**src/rtl/walksat_step_sequencer.sv**
```systemverilog
// WalkSAT flip sequencer: issues the datapath control word for one
// pick/load/fetch/select/flip/update iteration per unsat clause visit.
module walksat_step_sequencer #(
  parameter int unsigned NSAT                    = 3,
  parameter int unsigned CONTROLLER_SIGNAL_WIDTH = 14,
  parameter int unsigned BREAK_WIDTH             = 5,
  parameter int unsigned FLIP_WIDTH              = 32,
  parameter int unsigned NOISE_WIDTH             = 8,
  parameter logic [15:0] LFSR_SEED               = 16'hACE1
) (
  input  logic                               clk_i,
  input  logic                               rst_i,
  input  logic                               start_i,
  input  logic                               abort_i,
  input  logic [FLIP_WIDTH-1:0]              max_flips_i,
  input  logic [NOISE_WIDTH-1:0]             noise_i,
  input  logic                               ucb_empty_i,
  input  logic                               ucb_rd_valid_i,
  input  logic                               break_valid_i,
  input  logic [BREAK_WIDTH-1:0]             break_count_i,
  input  logic                               update_done_i,
  output logic [CONTROLLER_SIGNAL_WIDTH-1:0] control_signal_o,
  output logic [1:0]                         lit_idx_o,
  output logic [FLIP_WIDTH-1:0]              flip_count_o,
  output logic                               busy_o,
  output logic                               done_o,
  output logic                               sat_o
);

  localparam int unsigned NSLOT    = 4;
  localparam logic [1:0]  LAST_IDX = 2'(NSAT - 1);
  localparam logic [2:0]  NSAT_W   = 3'(NSAT);

  localparam logic [1:0] UCB_NONE   = 2'b00;
  localparam logic [1:0] UCB_READ   = 2'b01;
  localparam logic [1:0] UCB_UPDATE = 2'b10;

  localparam logic [1:0] PICK_NONE    = 2'b00;
  localparam logic [1:0] PICK_FREEBIE = 2'b01;
  localparam logic [1:0] PICK_GREEDY  = 2'b10;
  localparam logic [1:0] PICK_WALK    = 2'b11;

  typedef enum logic [2:0] {
    S_IDLE, S_PICK, S_LOAD, S_FETCH, S_SELECT, S_FLIP, S_UPDATE, S_DONE
  } state_t;

  state_t                               state_q, state_d;
  logic [FLIP_WIDTH-1:0]                max_q, max_d;
  logic [NOISE_WIDTH-1:0]               noise_q, noise_d;
  logic [15:0]                          lfsr_q, lfsr_d;
  logic [BREAK_WIDTH-1:0]               brk_q [NSLOT];
  logic [BREAK_WIDTH-1:0]               brk_d [NSLOT];
  logic [1:0]                           lit_d;
  logic [FLIP_WIDTH-1:0]                flip_d;
  logic                                 sat_d;
  logic [1:0]                           mode_d;
  logic [CONTROLLER_SIGNAL_WIDTH-1:0]   ctrl_d;

  logic                                 free_hit;
  logic [1:0]                           free_idx;
  logic [1:0]                           min_idx;
  logic [BREAK_WIDTH-1:0]               min_val;
  logic [1:0]                           walk_idx;
  logic [1:0]                           sel_idx;
  logic [1:0]                           sel_mode;
  logic                                 busy_state;

  // Break-count capture; abort suppresses the write so a killed fetch leaves no trace.
  always_comb begin
    brk_d = brk_q;
    if (state_q == S_FETCH && break_valid_i && !abort_i)
      brk_d[lit_idx_o] = break_count_i;
  end

  // Variable selection over the break counts as they will stand after this cycle.
  always_comb begin
    free_hit = 1'b0;
    free_idx = 2'b00;
    for (int i = int'(NSAT) - 1; i >= 0; i--) begin
      if (brk_d[2'(i)] == '0) begin
        free_hit = 1'b1;
        free_idx = 2'(i);
      end
    end
    min_idx = 2'b00;
    min_val = brk_d[0];
    for (int i = 1; i < int'(NSAT); i++) begin
      if (brk_d[2'(i)] < min_val) begin
        min_idx = 2'(i);
        min_val = brk_d[2'(i)];
      end
    end
    walk_idx = ({1'b0, lfsr_q[9:8]} >= NSAT_W) ? 2'b00 : lfsr_q[9:8];
    if (free_hit) begin
      sel_idx  = free_idx;
      sel_mode = PICK_FREEBIE;
    end else if (NOISE_WIDTH'(lfsr_q[7:0]) < noise_q) begin
      sel_idx  = walk_idx;
      sel_mode = PICK_WALK;
    end else begin
      sel_idx  = min_idx;
      sel_mode = PICK_GREEDY;
    end
  end

  assign busy_state = (state_q != S_IDLE) && (state_q != S_DONE);

  // Next-state, next-output and control word generation.
  always_comb begin
    state_d = state_q;
    max_d   = max_q;
    noise_d = noise_q;
    lfsr_d  = lfsr_q;
    lit_d   = lit_idx_o;
    flip_d  = flip_count_o;
    sat_d   = sat_o;
    mode_d  = PICK_NONE;
    ctrl_d  = '0;

    case (state_q)
      S_IDLE, S_DONE: begin
        if (start_i) begin
          max_d   = max_flips_i;
          noise_d = noise_i;
          flip_d  = '0;
          lit_d   = 2'b00;
          sat_d   = 1'b0;
          if (max_flips_i == '0) begin
            state_d = S_DONE;
            sat_d   = ucb_empty_i;
          end else begin
            state_d = S_PICK;
          end
        end
      end
      S_PICK: begin
        if (ucb_empty_i) begin
          state_d = S_DONE;
          sat_d   = 1'b1;
        end else if (ucb_rd_valid_i) begin
          state_d = S_LOAD;
          lit_d   = 2'b00;
        end
      end
      S_LOAD: begin
        state_d = S_FETCH;
        lit_d   = 2'b00;
      end
      S_FETCH: begin
        if (break_valid_i) begin
          if (lit_idx_o == LAST_IDX) begin
            state_d = S_SELECT;
            lit_d   = sel_idx;
            mode_d  = sel_mode;
            lfsr_d  = {lfsr_q[14:0], lfsr_q[15] ^ lfsr_q[13] ^ lfsr_q[12] ^ lfsr_q[10]};
          end else begin
            lit_d = lit_idx_o + 2'd1;
          end
        end
      end
      S_SELECT: begin
        state_d = S_FLIP;
        if (flip_count_o != '1)
          flip_d = flip_count_o + FLIP_WIDTH'(1);
      end
      S_FLIP: state_d = S_UPDATE;
      S_UPDATE: begin
        if (update_done_i) begin
          if (flip_count_o == max_q) begin
            state_d = S_DONE;
            sat_d   = 1'b0;
          end else begin
            state_d = S_PICK;
          end
        end
      end
      default: state_d = S_IDLE;
    endcase

    // Abort overrides whatever the iteration was about to do, including a flip.
    if (abort_i && busy_state) begin
      state_d = S_DONE;
      sat_d   = 1'b0;
      lit_d   = lit_idx_o;
      flip_d  = flip_count_o;
      lfsr_d  = lfsr_q;
      mode_d  = PICK_NONE;
    end

    case (state_d)
      S_PICK: begin
        ctrl_d[11:10] = UCB_READ;
        ctrl_d[1]     = 1'b1;
      end
      S_LOAD: begin
        ctrl_d[9] = 1'b1;
        ctrl_d[0] = 1'b1;
      end
      S_FETCH:  ctrl_d[8] = 1'b1;
      S_SELECT: ctrl_d[3:2] = mode_d;
      S_FLIP: begin
        ctrl_d[8] = 1'b1;
        ctrl_d[7] = 1'b1;
        ctrl_d[4] = 1'b1;
      end
      S_UPDATE: ctrl_d[11:10] = UCB_UPDATE;
      default:  ctrl_d = '0;
    endcase
    if (state_d != S_IDLE && state_d != S_DONE) begin
      ctrl_d[6:5]   = lit_d;
      ctrl_d[13:12] = 2'b00;
    end
    if (state_d == S_LOAD || state_d == S_FETCH || state_d == S_SELECT
        || state_d == S_FLIP) begin
      ctrl_d[11:10] = (state_d == S_LOAD || state_d == S_FETCH) ? UCB_NONE : ctrl_d[11:10];
    end
  end

  always_ff @(posedge clk_i or negedge rst_i) begin
    if (!rst_i) begin
      state_q          <= S_IDLE;
      max_q            <= '0;
      noise_q          <= '0;
      lfsr_q           <= LFSR_SEED;
      for (int i = 0; i < int'(NSLOT); i++) brk_q[i] <= '0;
      control_signal_o <= '0;
      lit_idx_o        <= 2'b00;
      flip_count_o     <= '0;
      busy_o           <= 1'b0;
      done_o           <= 1'b0;
      sat_o            <= 1'b0;
    end else begin
      state_q          <= state_d;
      max_q            <= max_d;
      noise_q          <= noise_d;
      lfsr_q           <= lfsr_d;
      brk_q            <= brk_d;
      control_signal_o <= ctrl_d;
      lit_idx_o        <= lit_d;
      flip_count_o     <= flip_d;
      busy_o           <= (state_d != S_IDLE) && (state_d != S_DONE);
      done_o           <= (state_d == S_DONE);
      sat_o            <= sat_d;
    end
  end

endmodule

```
**config.mk**
```make
export PLATFORM = sky130hd
export DESIGN_NAME = walksat_step_sequencer
export DESIGN_NICKNAME = d
export VERILOG_FILES = /design/src/rtl/walksat_step_sequencer.sv
export SDC_FILE = /design/constraint.sdc
export NUM_CORES = 1
export LEC_CHECK = 0
export BUFFER_PORTS_ARGS = -buffer_cell sky130_fd_sc_hd__buf_4
export CAP_MARGIN = 20
export CORE_UTILIZATION = 44
export DETAILED_ROUTE_END_ITERATION = 12
export HOLD_SLACK_MARGIN = 0.15
export PLACE_DENSITY = 0.76
export SLEW_MARGIN = 30
export SYNTH_ARGS = -nofsm -noshare
export SYNTH_HDL_FRONTEND = slang
export SYNTH_SLANG_ARGS = --single-unit
```
**constraint.sdc**
```tcl
create_clock -name clk_i -period 3.3 [get_ports clk_i]
set_input_delay 0 -clock clk_i [delete_from_list [all_inputs] [get_ports clk_i]]
set_output_delay 0 -clock clk_i [all_outputs]
set_load 0.02 [all_outputs]
```
==> results of run 1 <==
==> synth_stat cells, types with 4 or more instances <==
library cell / count / area [µm²]
nand2_1: 120 / 450
dfrtp_1: 91 / 2280
nor2_1: 43 / 161
xnor2_1: 33 / 289
nand3_1: 27 / 135
clkbuf_1: 20 / 75.1
nand4_1: 20 / 125
xor2_1: 19 / 166
o21ai_0: 15 / 75.1
mux2_2: 12 / 135
a21oi_1: 11 / 55.1
nor4_1: 11 / 68.8
and3_1: 10 / 62.6
nor3_1: 10 / 50.1
or3_1: 8 / 50.1
buf_4: 5 / 37.5
nor2b_1: 4 / 25.0
or4_1: 4 / 30.0
==> power by group <==
| group | leakage, nW | internal (W) | switching (W) |
|---|---|---|---|
| combinational | 1.61 | 0.000624 | 0.000855 |
| sequential | 1.19 | 0.00142 | 0.000221 |
| clock | 0.102 | 0.000393 | 0.000403 |
| total | 2.90 | 0.00244 | 0.00148 |
==> final cells by class <==
cell class                      instances  area share [%]
Inverter                                4           0.241
Timing Repair Buffer                  142            18.9
Tap cell                              136            2.73
Sequential cell                        91            36.5
Clock buffer                           11            2.43
Multi-Input combinational cell        410            38.3
Clock inverter                          5           0.943
==> tightest hold or removal path: stages <==
cell and delay, ps:
buf_4 90, o31ai_1 50, o21ai_0 170, and4_1 200
==> state kept, by name (all words and copies together) (netlist names) <==
name              count
flip_count_o         32
max_q                32
brk_q                10
control_signal_o      9
state_q               3
lit_idx_o             2
busy_o                1
done_o                1
sat_o                 1
==> cell families (layout without fill, tap and decap cells) <==
group                      after synthesis  in the layout
and+or+nand+nor                        282            282
DFF                                     91             91
AOI/OAI and AO/OA                       60             60
xor gates and xnor gates                52             52
buffers and inverters                   34            162
muxes                                   12             12
adders and majority gates                1              1
other                                    1              3
==> layer usage <==
metal	up-vias	routed length (µm)	global-route usage [%]
li1	2105	-	-
met1	2128	5470	31.1
met2	216	6490	40.6
met3	32	908	4.98
met4	0	349	8.81
met5	-	0	0
==> per-stage QoR <==
stage,setup WS [ps],util (%),total power [W]
floorplan,1070,-,0.00262
global placement,755,53.4,0.00301
detailed placement,676,53.4,0.00305
CTS,682,59.6,0.00389
global route,450,59.6,0.00417
finish,614,59.6,0.00392
==> final timing paths <==
path | startpoint | endpoint | slack (ps)
worst max-delay path | state_q[0] | brk_q[14] | 610
worst min-delay path | ucb_rd_valid_i | control_signal_o[9] | 190
worst max register to register | state_q[0] | brk_q[14] | 610
worst min register to register | max_q[0] | max_q[0] | 510
max in group asynchronous | rst_i | max_q[14] | 2160
min in group asynchronous | rst_i | flip_count_o[3] | 260
==> what timing repair did <==
| item | CTS | global route |
|---|---|---|
| hold endpoints to repair | 113 | 0 |
| setup buffers | 0 | 0 |
| hold buffers | 44 | 0 |
==> layout by cell type, fill, tap and decap left out, drive strengths merged, types with 3 or more instances in the layout <==
cell type    count
nand2          120
buf             98
dfrtp           91
dlygate4sd3     44
nor2            43
xnor2           33
nand3           28
nand4           22
xor2            19
o21ai           17
and3            13
mux2            12
nor4            11
a21oi           11
clkbuf          11
nor3            11
or3              8
nor2b            4
or4              4
inv              4
a211oi           4
nand4b           3
a31oi            3
o22ai            3
and3b            3
and4             3
conb             3
==> metrics.cfg, run 1 <==
[cts]
cts_buffers = 9
path_clk_slew_ps = 80
htreeDepth = 3
clock_path_buffers = 2
cts_root_buffer = clkbuf_8
tritoncts = yes
clock_sinks = 91
insertion_delay_ps = 360
cts_resized = 0

[synth]
synth_warnings = 0
synth_xor_xnor_area_share_pct = 9.44
synth_top_family_by_area = simple AND/OR/NAND/NOR gates
ys.flop_type = dfrtp_1
ys_types = 63
synth-simple-area-share_pct = 28.4
yosysSeqAreaShare_pct = 47.2
synth_fa_ha_area_share_pct = 0.259
synth-seq-cells = 91
synth.mux.area_fraction_pct = 2.80
synth_edf_count = 0
synthArstFlopShare_pct = 100
synth_cells = 533
synth-compound-area-share_pct = 8.32
netlist_area_mm2 = 0.00483
synth_area_per_cell_um2 = 9.05

[route]
drc = 0
wl_per_cell_um = 16.5
postRouteAntennaNets = 0
routed_wl_um = 13200
dr.pass1.iters = 5
drt_iter0_drc = 308
viasPerCell = 5.61
num_vias = 4481

[timing]
fin_setup_tns_ps = 0
worst_clock_skew_ps = 12.4
tightestPinTransition_ps = 791
final_hold_viol_count = 0
period_share_pct = 81.4
rsz0062_at_grt = no
fin_crit_ps = 2690
setup_viol = 0
finalMaxSlewViolations = 0
hold_slack_ps = 192
fmax_mhz = 372
relSlewSlack_pct = 46.8

[die]
die_w_um = 107
ioPinCount = 104
die_y_um = 107
core_area_mm2 = 0.0105
start_util_pct = 46.1
design.die.area_mm2 = 0.0114
fp-row-count = 37

[cells_and_area]
final_area_mm2 = 0.00624
regArea_mm2 = 0.00228
diodes = 0
area_growth_pct = 29.3
finalNonFillerCells = 799
multi_input_area_mm2 = 0.00239
nets = 712
drive_gt1_share_pct = 20.7
fillCellCount = 897

[placed_design]
placed_cells = 739
globalplace.congestion = 0.848
numPortBuffers = 92
dp_hpwl_um = 9170
place_area_mm2 = 0.00559

[power_and_ir_drop]
ir_worst_vdd_mv = 0.438
p_leak_nw = 2.90
power_density_mw_per_mm2 = 628

[worst_setup_path]
cp.required_ps = 3550
crit_slowest_cell = dfrtp_1
cpPeakStageDelay_ps = 700
reg2reg_depth = 5
crit_path_start_kind = flop
worstSetupPathDepth = 5
crit_family = simple AND/OR/NAND/NOR gates
crit_chain = clkinv_1 -> nor2_1 -> nand2_1 -> nor3_1 -> mux2_2
cp_max_fo = 18
cp_num_buf_inv = 1
crit_type = flop to flop
cp_data_arrival_time_ps = 2930
end_kind = flop

[grt]
grt_util_all_layers_pct = 24.3
first_global_vias = 4332
grt_max_degree = 63
antenna_found_initial = 0
grt.overflow.total = 0
grt_pass1_wl_um = 21500

[job]
drv_cap = 0

[worst_hold_path]
hold_class = input port to flop
worst_hold_path.num_cells = 4

[outcome]
status = finished clean

Power figures use the tool's default switching activity.
==> run 2: changes to the inputs <==
--- a/config.mk
+++ b/config.mk
@@ -10,7 +10,7 @@
 export CORE_UTILIZATION = 44
 export DETAILED_ROUTE_END_ITERATION = 12
 export HOLD_SLACK_MARGIN = 0.15
-export PLACE_DENSITY = 0.76
+export PLACE_DENSITY = 0.78
 export SLEW_MARGIN = 30
 export SYNTH_ARGS = -nofsm -noshare
 export SYNTH_HDL_FRONTEND = slang
==> constraint.sdc (replaced) <==
create_clock -name clk_i -period 2.41 [get_ports clk_i]
set_input_delay 0 -clock clk_i [delete_from_list [all_inputs] [get_ports clk_i]]
set_output_delay 0 -clock clk_i [all_outputs]
set_load 0.02 [all_outputs]
==> metrics.cfg, run 2 (synthesis results as in run 1) <==
[cts]
tritoncts = yes
cts_root_buffer = clkbuf_8
htreeDepth = 3
insertion_delay_ps = 360
path_clk_slew_ps = 80
clock_path_buffers = 2
cts_buffers = 9
clock_sinks = 91

[grt]
grt_util_all_layers_pct = 25.3
antenna_found_initial = 0
grt_max_degree = 60
grt.overflow.total = 0
first_global_vias = 4454
grt_pass1_wl_um = 22300

[power_and_ir_drop]
ir_worst_vdd_mv = 0.539
power_density_mw_per_mm2 = 826
p_leak_nw = 3.11
p_total_w = 0.00542

[die]
core_area_mm2 = 0.0105
die_w_um = 107
design.die.area_mm2 = 0.0114
fp-row-count = 37
die_y_um = 107
start_util_pct = 46.1
ioPinCount = 104

[route]
drt_iter0_drc = 517
routed_wl_um = 13900
wl_per_cell_um = 16.6
postRouteAntennaNets = 0
num_vias = 4697
drc = 0
dr.pass1.iters = 5
viasPerCell = 5.62

[timing]
hold_slack_ps = 209
tightestPinTransition_ps = 795
final_hold_viol_count = 0
relSlewSlack_pct = 47.0
fmax_mhz = 440
worst_clock_skew_ps = 6.79
fin_crit_ps = 2270
setup_viol = 0
fin_setup_tns_ps = 0
rsz0062_at_grt = no
period_share_pct = 94.2
finalMaxSlewViolations = 0

[cells_and_area]
drive_gt1_share_pct = 25.4
diodes = 0
area_growth_pct = 35.9
final_area_mm2 = 0.00656
nets = 749
top_regs = flip_count_o (32), max_q (32), brk_q (10)
final_cell_mix = buf_4 (134), nand2_1 (119), dfrtp_1 (90)
final_common_cell = buf_4

[worst_hold_path]
hold_class = input port to flop

[placed_design]
dp_hpwl_um = 9630
numPortBuffers = 92
globalplace.congestion = 0.877
place_area_mm2 = 0.00588

[worst_setup_path]
crit_family = buffers and inverters
cpPeakStageDelay_ps = 540
crit_type = flop to flop
crit_chain = buf_4 -> xnor2_2 -> nand4_1 -> nor4_2 -> nand2_2 -> a21o_1 -> nand2_1 -> dlygate4sd3_1
cp_num_buf_inv = 2
cp_data_arrival_time_ps = 2570
crit_slowest_cell = dlygate4sd3_1
end_kind = flop
cp_max_fo = 5
crit_path_start_kind = flop
cp.required_ps = 2710

[outcome]
status = finished clean

[job]
drv_cap = 0

## run 2: cell types whose count changed in the layout (fill, tap and decap cells not counted), sizes merged
| cell | change |
|---|---|
| buf | +37 |
| clkinv | -1 |
| inv | -1 |
| clkinvlp | -2 |
| clkbuf | +4 |
## run 2: tightest hold or removal path, cell delays in order
cell	delay, ps
buf_4	80
o31ai_1	50
o21ai_0	200
and4_1	200
## run 2: power by group
group	total [W]	switching, W	internal, W
sequential	0.00223	0.000284	0.00195
clock	0.00108	0.000518	0.000567
combinational	0.00210	0.00120	0.000899
total	0.00542	0.00201	0.00341
## run 2: repair_timing
| action | in CTS | in global routing |
|---|---|---|
| hold buffers | 44 | 0 |
| setup endpoints to repair | 0 | 15 |
| resized for setup | 0 | 7 |
| hold endpoints to repair | 110 | 0 |
| setup buffers | 0 | 0 |
## run 2: final timing paths
path,from,to,slack (ps),cells past startpoint
min,ucb_rd_valid_i,control_signal_o[9],210,4
min reg2reg,brk_q[14],brk_q[14],500,1
max reg2reg,flip_count_o[26],state_q[1],140,8
min in group asynchronous,rst_i,flip_count_o[5],270,2
max,flip_count_o[26],state_q[1],140,8
max in group asynchronous,rst_i,flip_count_o[7],1470,3
## run 2: metrics by stage
step | instances | util, % | worst slack (ps)
2_1_floorplan | 535 | - | 183
3_3_place_gp | 776 | 56.2 | 109
3_5_place_dp | 776 | 56.2 | 85.5
4_1_cts | 836 | 62.4 | 54.4
5_1_grt | 836 | 62.7 | 27.5
6_report | 836 | 62.7 | 139
## run 2: metal layers
| metal | track usage (%) | part of all wire, % | vias to the layer above |
|---|---|---|---|
| met4 | 10.5 | 2.5 | 0 |
| met3 | 4.19 | 8.0 | 30 |
| met1 | 34.6 | 42 | 2272 |
| li1 | - | - | 2177 |
| met5 | 0 | 0 | - |
| met2 | 39.9 | 48 | 218 |
## run 2: layout make-up
| type | count | area, µm² |
|---|---|---|
| Clock inverter | 1 | 30.0 |
| Sequential cell | 91 | 2280 |
| Timing Repair Buffer | 179 | 1470 |
| Clock buffer | 15 | 176 |
| Fill cell | 860 | 3900 |
| Tap cell | 136 | 170 |
| Inverter | 4 | 15.0 |
| Multi-Input combinational cell | 410 | 2420 |
==> run 3: changes to the inputs <==
--- a/config.mk
+++ b/config.mk
@@ -7,6 +7,7 @@
 export LEC_CHECK = 0
 export BUFFER_PORTS_ARGS = -buffer_cell sky130_fd_sc_hd__buf_4
 export CAP_MARGIN = 20
+export CORE_ASPECT_RATIO = 1.1
 export CORE_UTILIZATION = 44
 export DETAILED_ROUTE_END_ITERATION = 12
 export HOLD_SLACK_MARGIN = 0.15
==> metrics.cfg, run 3 (synthesis results as in run 1) <==
[grt]
grt_util_all_layers_pct = 25.5
grt_pass1_wl_um = 22300
grt.overflow.total = 0
antenna_found_initial = 0
grt_max_degree = 60
first_global_vias = 4705

[cts]
cts_root_buffer = clkbuf_16
clock_sinks = 91
path_clk_slew_ps = 60
clock_path_buffers = 2
insertion_delay_ps = 340
htreeDepth = 3
cts_buffers = 9
tritoncts = yes
cts_setup_buffers = 0

[route]
drt_iter0_drc = 361
drc = 0
wl_per_cell_um = 16.4
postRouteAntennaNets = 0
viasPerCell = 5.66
routed_wl_um = 13800
dr.pass1.iters = 5
num_vias = 4741

[timing]
hold_slack_ps = 176
fmax_mhz = 439
tightestPinTransition_ps = 737
worst_clock_skew_ps = 7.13
fin_setup_tns_ps = 0
final_hold_viol_count = 0
relSlewSlack_pct = 50.9
period_share_pct = 94.5
setup_viol = 0
rsz0062_at_grt = no
fin_crit_ps = 2280
finalMaxSlewViolations = 0

[job]
drv_cap = 0

[cells_and_area]
final_area_mm2 = 0.00662
drive_gt1_share_pct = 24.6
multi_input_area_mm2 = 0.00240
fillCellCount = 831
final_cell_mix = buf_4 (131), nand2_1 (120), dfrtp_1 (91)
final_common_cell = buf_4
area_growth_pct = 37.1
regArea_mm2 = 0.00228
diodes = 0
nets = 744
top_regs = flip_count_o (32), max_q (32), brk_q (10)

[worst_hold_path]
hold_class = input port to flop

[die]
die_w_um = 102
core_area_mm2 = 0.0105
start_util_pct = 45.8
ioPinCount = 104
design.die.area_mm2 = 0.0114
die_y_um = 112
fp-row-count = 39

[worst_setup_path]
cp_max_fo = 16
crit_type = flop to flop
crit_path_start_kind = flop
cp_data_arrival_time_ps = 2540
cp.required_ps = 2680
end_kind = flop

[placed_design]
dp_hpwl_um = 9560
globalplace.congestion = 0.893
place_area_mm2 = 0.00586
numPortBuffers = 92

[power_and_ir_drop]
p_leak_nw = 3.13
ir_worst_vdd_mv = 0.603
power_density_mw_per_mm2 = 887

[outcome]
status = finished clean

==> run 3: through the flow <==
stage / setup slack, ps / power [W] / utilization [%] / std cells
2_1_floorplan: 183 / 0.00359 / - / 535
3_3_place_gp: 277 / 0.00417 / 55.6 / 780
3_5_place_dp: 237 / 0.00424 / 55.6 / 780
4_1_cts: 177 / 0.00584 / 62.7 / 838
5_1_grt: 23.4 / 0.00620 / 62.8 / 838
6_report: 132 / 0.00587 / 62.8 / 838
==> run 3: cell type report <==
| type | instances | share of cell area, % |
|---|---|---|
| repair buffers | 174 | 21.5 |
| clock buffers | 11 | 3.67 |
| clock inverters | 5 | 1.27 |
| inverters | 4 | 0.227 |
| multi-input cells | 410 | 36.2 |
| flip-flops and latches | 91 | 34.4 |
| well taps | 143 | 2.70 |
==> run 3: final timing paths <==
kind,startpoint,slack (ps),depth (start not counted),to
worst min-delay path,start_i,180,4,busy_o
min in group asynchronous,rst_i,280,2,flip_count_o[6]
worst min register to register,max_q[16],500,2,max_q[16]
worst max register to register,flip_count_o[27],130,7,flip_count_o[3]
worst max-delay path,flip_count_o[27],130,7,flip_count_o[3]
max in group asynchronous,rst_i,1500,3,max_q[22]
==> run 3: what timing repair did <==
action                     in CTS  in global routing
hold endpoints to repair      108                  0
gates resized for setup         0                  1
setup endpoints to repair       0                  2
hold buffers                   42                  0
==> run 3: critical path: stages, from the launching register on <==
cell and delay, ps:
dfrtp_1 430, nand3_1 140, or3_1 380, or4b_1 500, buf_4 220, nand2_1 230
o21ai_0 160, a21oi_1 150
==> run 3: per-layer routing <==
metal / GRT usage [%] / part of all wire [%] / up-vias
li1: - / - / 2180
met3: 3.64 / 6.3 / 59
met5: 0 / 0 / -
met2: 41.8 / 49 / 251
met1: 31.0 / 40 / 2251
met4: 16.8 / 5.2 / 0
==> run 3: power by group <==
group / total (W) / switching [W] / internal (W)
clock network: 0.00154 / 0.000595 / 0.000941
registers: 0.00222 / 0.000274 / 0.00195
logic: 0.00211 / 0.00123 / 0.000885
